$ cat src/rtl/coin_acceptor_pkg.sv
// ---------------------------------------------------------------------------
// coin_acceptor_pkg
//   Shared types for the coin acceptor slice of the vending datapath.
//   money_t      : value carried on sigCash toward shopping.
//   coin_state_t : control states of the coin acceptor FSM.
// ---------------------------------------------------------------------------
package coin_acceptor_pkg;

    typedef enum logic [1:0] {
        CASH_NONE = 2'd0,
        CASH_5    = 2'd1,
        CASH_10   = 2'd2
    } money_t;

    typedef enum logic [1:0] {
        IDLE         = 2'd0,
        EMIT         = 2'd1,
        REJECT       = 2'd2,
        WAIT_RELEASE = 2'd3
    } coin_state_t;

endpackage

$ cat src/rtl/coin_acceptor_debouncer.sv
// ---------------------------------------------------------------------------
// coin_acceptor_debouncer
//   Two-flop synchronizer followed by a stability counter for one raw,
//   bouncing switch. The debounced level only changes after the synchronized
//   input has differed from it for DEBOUNCE_CYCLES consecutive samples.
//
//   Ports
//     clk   in   system clock
//     rst   in   asynchronous, active-low reset
//     din   in   raw switch, asynchronous to clk
//     dout  out  debounced level (registered)
// ---------------------------------------------------------------------------
module coin_acceptor_debouncer #(
    parameter int unsigned DEBOUNCE_CYCLES = 1000000
) (
    input  logic clk,
    input  logic rst,
    input  logic din,
    output logic dout
);

    // A one-cycle debounce still needs a 1-bit counter to keep widths legal.
    localparam int unsigned CW = (DEBOUNCE_CYCLES > 1) ? $clog2(DEBOUNCE_CYCLES) : 1;
    localparam logic [CW-1:0] LAST = CW'(DEBOUNCE_CYCLES - 1);

    logic [1:0]    sync_q;
    logic [CW-1:0] cnt_q;
    logic          level_q;

    // NOTE: sequential state is written with non-blocking assignments so every
    // flop samples the pre-edge value of its neighbours; blocking here would
    // collapse the two synchronizer stages into one.
    always_ff @(posedge clk or negedge rst) begin
        if (!rst) begin
            sync_q <= 2'b00;
        end else begin
            sync_q <= {sync_q[0], din};
        end
    end

    always_ff @(posedge clk or negedge rst) begin
        if (!rst) begin
            cnt_q   <= '0;
            level_q <= 1'b0;
        end else if (sync_q[1] == level_q) begin
            // Any agreeing sample restarts the stability window.
            cnt_q <= '0;
        end else if (cnt_q == LAST) begin
            level_q <= ~level_q;
            cnt_q   <= '0;
        end else begin
            cnt_q <= cnt_q + CW'(1);
        end
    end

    assign dout = level_q;

endmodule

$ cat src/rtl/coin_acceptor.sv
// ---------------------------------------------------------------------------
// coin_acceptor
//   Debounces the two coin switches, detects presses, gates them by the
//   acceptance window from shopping and emits one-cycle money_t pulses.
//   Refused coins raise coinReject for one cycle. A saturating counter keeps
//   the number of accepted coins for diagnostics.
//
//   Ports
//     clk         in   system clock
//     rst         in   asynchronous, active-low reset
//     coinBtn5    in   raw 5-unit coin switch (async, bouncing)
//     coinBtn10   in   raw 10-unit coin switch (async, bouncing)
//     acceptEn    in   shopping is in a cash-accepting state
//     sigCash     out  one-cycle coin pulse, CASH_NONE when idle
//     coinReject  out  one-cycle pulse when a coin is refused
//     coinCount   out  saturating count of accepted coins
// ---------------------------------------------------------------------------
module coin_acceptor
    import coin_acceptor_pkg::*;
#(
    parameter int unsigned DEBOUNCE_CYCLES = 1000000,
    parameter int unsigned CNT_W           = 8
) (
    input  logic             clk,
    input  logic             rst,
    input  logic             coinBtn5,
    input  logic             coinBtn10,
    input  logic             acceptEn,
    output money_t           sigCash,
    output logic             coinReject,
    output logic [CNT_W-1:0] coinCount
);

    localparam logic [CNT_W-1:0] CNT_MAX = {CNT_W{1'b1}};

    logic lvl5;
    logic lvl10;
    logic lvl5_q;
    logic lvl10_q;
    logic rise5_q;
    logic rise10_q;

    coin_state_t      state_q;
    coin_state_t      state_d;
    money_t           cash_q;
    money_t           cash_d;
    logic             reject_q;
    logic             reject_d;
    logic [CNT_W-1:0] count_q;
    logic [CNT_W-1:0] count_d;

    coin_acceptor_debouncer #(
        .DEBOUNCE_CYCLES (DEBOUNCE_CYCLES)
    ) u_db5 (
        .clk  (clk),
        .rst  (rst),
        .din  (coinBtn5),
        .dout (lvl5)
    );

    coin_acceptor_debouncer #(
        .DEBOUNCE_CYCLES (DEBOUNCE_CYCLES)
    ) u_db10 (
        .clk  (clk),
        .rst  (rst),
        .din  (coinBtn10),
        .dout (lvl10)
    );

    // Registered rising-edge detect on the debounced levels.
    always_ff @(posedge clk or negedge rst) begin
        if (!rst) begin
            lvl5_q   <= 1'b0;
            lvl10_q  <= 1'b0;
            rise5_q  <= 1'b0;
            rise10_q <= 1'b0;
        end else begin
            lvl5_q   <= lvl5;
            lvl10_q  <= lvl10;
            rise5_q  <= lvl5 & ~lvl5_q;
            rise10_q <= lvl10 & ~lvl10_q;
        end
    end

    // NOTE: every signal assigned in this block gets a default first, so no
    // path through the case can leave one unassigned and infer a latch.
    always_comb begin
        state_d  = state_q;
        cash_d   = CASH_NONE;
        reject_d = 1'b0;
        count_d  = count_q;

        unique case (state_q)
            IDLE: begin
                if (rise5_q && rise10_q) begin
                    // Ambiguous coin: refuse regardless of the window.
                    state_d  = REJECT;
                    reject_d = 1'b1;
                end else if (rise5_q || rise10_q) begin
                    if (acceptEn) begin
                        state_d = EMIT;
                        cash_d  = rise5_q ? CASH_5 : CASH_10;
                        if (count_q != CNT_MAX) begin
                            count_d = count_q + CNT_W'(1);
                        end
                    end else begin
                        state_d  = REJECT;
                        reject_d = 1'b1;
                    end
                end
            end
            // Outputs for EMIT/REJECT are loaded on entry, so both states last
            // exactly one cycle and then wait for the switches to settle open.
            EMIT:   state_d = WAIT_RELEASE;
            REJECT: state_d = WAIT_RELEASE;
            WAIT_RELEASE: begin
                if (!lvl5 && !lvl10) begin
                    state_d = IDLE;
                end
            end
            default: state_d = IDLE;
        endcase
    end

    always_ff @(posedge clk or negedge rst) begin
        if (!rst) begin
            state_q  <= IDLE;
            cash_q   <= CASH_NONE;
            reject_q <= 1'b0;
            count_q  <= '0;
        end else begin
            state_q  <= state_d;
            cash_q   <= cash_d;
            reject_q <= reject_d;
            count_q  <= count_d;
        end
    end

    assign sigCash    = cash_q;
    assign coinReject = reject_q;
    assign coinCount  = count_q;

endmodule

$ cat config.mk
export PLATFORM = sky130hd
export DESIGN_NAME = coin_acceptor
export DESIGN_NICKNAME = d
export VERILOG_FILES = /design/src/rtl/coin_acceptor_pkg.sv /design/src/rtl/coin_acceptor_debouncer.sv /design/src/rtl/coin_acceptor.sv
export SDC_FILE = /design/constraint.sdc
export NUM_CORES = 1
export LEC_CHECK = 0
export BUFFER_PORTS_ARGS = -buffer_cell sky130_fd_sc_hd__clkbuf_2
export CORE_UTILIZATION = 45
export DETAILED_ROUTE_END_ITERATION = 7
export GPL_TIMING_DRIVEN = 0
export HOLD_SLACK_MARGIN = 0.02
export SLEW_MARGIN = 20
export SYNTH_ARGS = -nofsm -noshare
export SYNTH_HDL_FRONTEND = slang
export SYNTH_SLANG_ARGS = --single-unit
$ cat constraint.sdc
create_clock -name clk -period 3.62 [get_ports clk]
set_input_delay 0.543 -clock clk [delete_from_list [all_inputs] [get_ports clk]]
set_output_delay 0.543 -clock clk [all_outputs]
set_load 0.02 [all_outputs]
==> metrics.cfg <==
[clock_tree]
clk_latency_ns=0.34
htreeDepth=3
ctsHoldBuffers=0
ctsResizeCount=0
root_buffer=clkbuf_8
clk_path_buf_depth=2
cts_tree=done
cts_buffers=9
post_cts_buffers=0
clk_pin_slew_ns=0.07
tritoncts_num_sinks=63

[global_route]
grt_max_degree=39
antenna_found_initial=0
grt_pass1_vias=2020
grt_overflow_total=0
grt_pass1_wl_mm=9.280
grt.total_usage_pct=16.66

[worst_setup_path]
required_ns=3.84
crit_slowest_cell=or4_1
crit_chain=or4_1, or4_4, nor2_1, mux2_2
crit_buf_inv=0
critPathMaxFanout=6
start_kind=flop
crit_type=reg2reg
critPathMaxStageDelay_ns=0.55
arrival_ns=2.27
crit_family=simple AND/OR/NAND/NOR gates
cp-end-kind=flop

[floorplan]
fp.dieH_um=83.04
start_util_pct=46.54
dieArea_sq_um=6896
ioPinCount=16
coreArea_sq_um=6350
die_w_um=83.04
rows=29

[drt]
routed_wl_mm=5.204
drt_iter0_drc=94
firstDrtPassIters=5
vias=2126
final_antenna_net_count=0
wl_per_cell_um=13.11
drc_errors=0
via_per_inst=5.355

[pwr]
power.total_mw=1.427
p_sw_mw=0.3010
vdd_ir_drop_max_mv=0.2427
clkPwrFrac_pct=46.6
leakagePower_nw=1.452
combPwrFrac_pct=3.0
powerDensity_nw_per_um2=424.5
sw_frac_of_total_pct=21.10
p_int_mw=1.126
pwr-share-seq_pct=50.3

[synthesis]
synthArstFlopShare_pct=100.0
synth_most_common_cell=dfrtp_1
netlist-cell-type-count=35
postSynthCellCount=289
synth_top_cells_by_area=dfrtp_1 (53%), xnor2_1 (7.1%), nor2_1 (5.2%)
synth_area_sq_um=2955
ys_seq_elements=63
syn_area_per_cell_sq_um=10.23
yosysWarnings=0
synth_top_area_share_pct=53.34
synth_common_cells=dfrtp_1 (63), nor2_1 (41), xnor2_1 (24)
synth_top_area_cell=dfrtp_1
synth_edf_count=0
ys.flop_type=dfrtp_1
seq_area_frac_synth_pct=53.34
postSynthNetCount=299

[sta]
fin_crit_sh_pct=56.85
relSlewSlack_pct=61.60
tns_ns=0
slew_viol_final=0
finalWorstPathRequiredPeriod_ns=2.058
finClkSkew_ns=0.01111
fmax_mhz=485.9
finalHoldViolations=0
rsz0062_at_grt=no
setup_viol=0
worstMarginPinSlew_ns=0.5716

[final_layout]
diodes=0
syn_to_final_growth_pct=13.72
regArea_sq_um=1577
multi_input_comb_area_sq_um=1286
fillCellCount=591
drive_gt1_share_pct=13.75
fin_nets=326
fin_area_sq_um=3361

[run]
maxCapViolCount=0

[outcome]
status=finished, final reports clean

[hold_path]
min_path_type=in2async

[place]
dpl.hpwl_mm=3.672
gp_congestion=0.7553
portBuffers=15
dpl_cell_area_sq_um=3149

==> registers in the layout, indices dropped and copies added, names as in the netlist, 2 cells and up <==
register,count
coinCount,8
sigCash,2
state_q,2
u_db10.cnt_q,20
u_db10.sync_q,2
u_db5.cnt_q,20
u_db5.sync_q,2
==> per-layer routing <==
| metal | share of wire [%] | global-route usage, % | vias up |
|---|---|---|---|
| li1 | - | - | 1065 |
| met1 | 50 | 23.10 | 1020 |
| met2 | 45 | 25.26 | 31 |
| met3 | 2.9 | 3.678 | 10 |
| met4 | 1.7 | 7.053 | 0 |
| met5 | 0 | 0 | - |
==> layout by cell type, fill, tap and decap left out, types with 2 or more instances in the layout <==
cell | synthesis | layout
buf_2 | 2 | 2
nor3_1 | 13 | 13
nand3b_1 | 2 | 2
o21ai_0 | 8 | 8
ha_1 | 5 | 5
mux2_2 | 4 | 4
a21oi_1 | 7 | 7
xor2_1 | 14 | 14
nor4_1 | 11 | 11
and3_1 | 3 | 3
o31ai_1 | 4 | 4
nand3_1 | 14 | 14
clkbuf_2 | 0 | 14
nand4_1 | 13 | 13
or2_2 | 2 | 2
inv_1 | 14 | 14
nand4b_1 | 2 | 2
or4_1 | 5 | 5
dfrtp_1 | 63 | 63
bufinv_16 | 0 | 2
clkinv_2 | 0 | 2
clkbuf_1 | 2 | 3
clkbuf_8 | 0 | 10
nand2_1 | 17 | 17
nor2b_1 | 2 | 2
xnor2_1 | 24 | 24
nor2_1 | 41 | 41
or3_1 | 4 | 4
buf_6 | 2 | 2
nor3b_1 | 2 | 2
==> worst register-to-register path, stage by stage, from the launching register on <==
cell and delay (ns):
dfrtp_1 0.44, or4_1 0.55, or4_4 0.50, nor2_1 0.11
mux2_2 0.33
==> power by group through the flow <==
stage	clock [mW]	sequential [mW]	combinational, mW
after floorplan	0	0.730	0.0202
after global placement	0	0.731	0.0418
after detailed placement	0	0.732	0.0452
after CTS	0.681	0.718	0.0455
after global routing	0.714	0.719	0.0507
final	0.665	0.718	0.0430
==> through the flow <==
stage	util, %	cells	worst slack (ns)	hold WS, ns
4_1_cts	52.93	397	1.552	0.1577
3_3_place_gp	49.24	381	1.574	0.3354
3_5_place_dp	49.60	382	1.571	0.3363
2_1_floorplan	-	289	1.658	0.2474
5_1_grt	52.93	397	1.432	0.1697
6_report	52.93	397	1.562	0.1469
==> cells by family (layout without fill, tap and decap cells) <==
| logic type | after synthesis | after routing | share of synthesized area (%) |
|---|---|---|---|
| XOR/XNOR | 38 | 38 | 11.26 |
| multiplexers | 5 | 5 | 1.863 |
| AND/OR/NAND/NOR | 136 | 136 | 23.88 |
| adder cells (fa/ha/maj) | 5 | 5 | 2.117 |
| buffers and inverters | 20 | 51 | 3.133 |
| AO/OA/AOI/OAI | 22 | 22 | 4.403 |
| flip-flops | 63 | 63 | 53.34 |
==> worst paths after layout <==
kind | from | slack (ns) | to | depth (start not counted)
min in group clk | coinBtn5 | 0.32 | u_db5.sync_q[0]$_DFF_PN0_ | 1
min | rst | 0.15 | u_db10.cnt_q[13]$_DFF_PN0_ | 1
max | u_db5.cnt_q[12]$_DFF_PN0_ | 1.56 | u_db5.dout$_DFFE_PN0P_ | 4
max reg2reg | u_db5.cnt_q[12]$_DFF_PN0_ | 1.56 | u_db5.dout$_DFFE_PN0P_ | 4
max in group asynchronous | rst | 2.96 | u_db10.dout$_DFFE_PN0P_ | 2
min reg2reg | u_db10.sync_q[0]$_DFF_PN0_ | 0.35 | u_db10.sync_q[1]$_DFF_PN0_ | 0
==> cell type report <==
type,instances,area share (%)
flip-flops and latches,63,46.91
plain buffers,6,1.191
clock inverters,4,2.085
well taps,77,2.867
inverters,14,1.564
repair buffers,16,2.904
multi-input cells,206,38.27
clock buffers,11,4.207
Power figures use the tool's default switching activity.
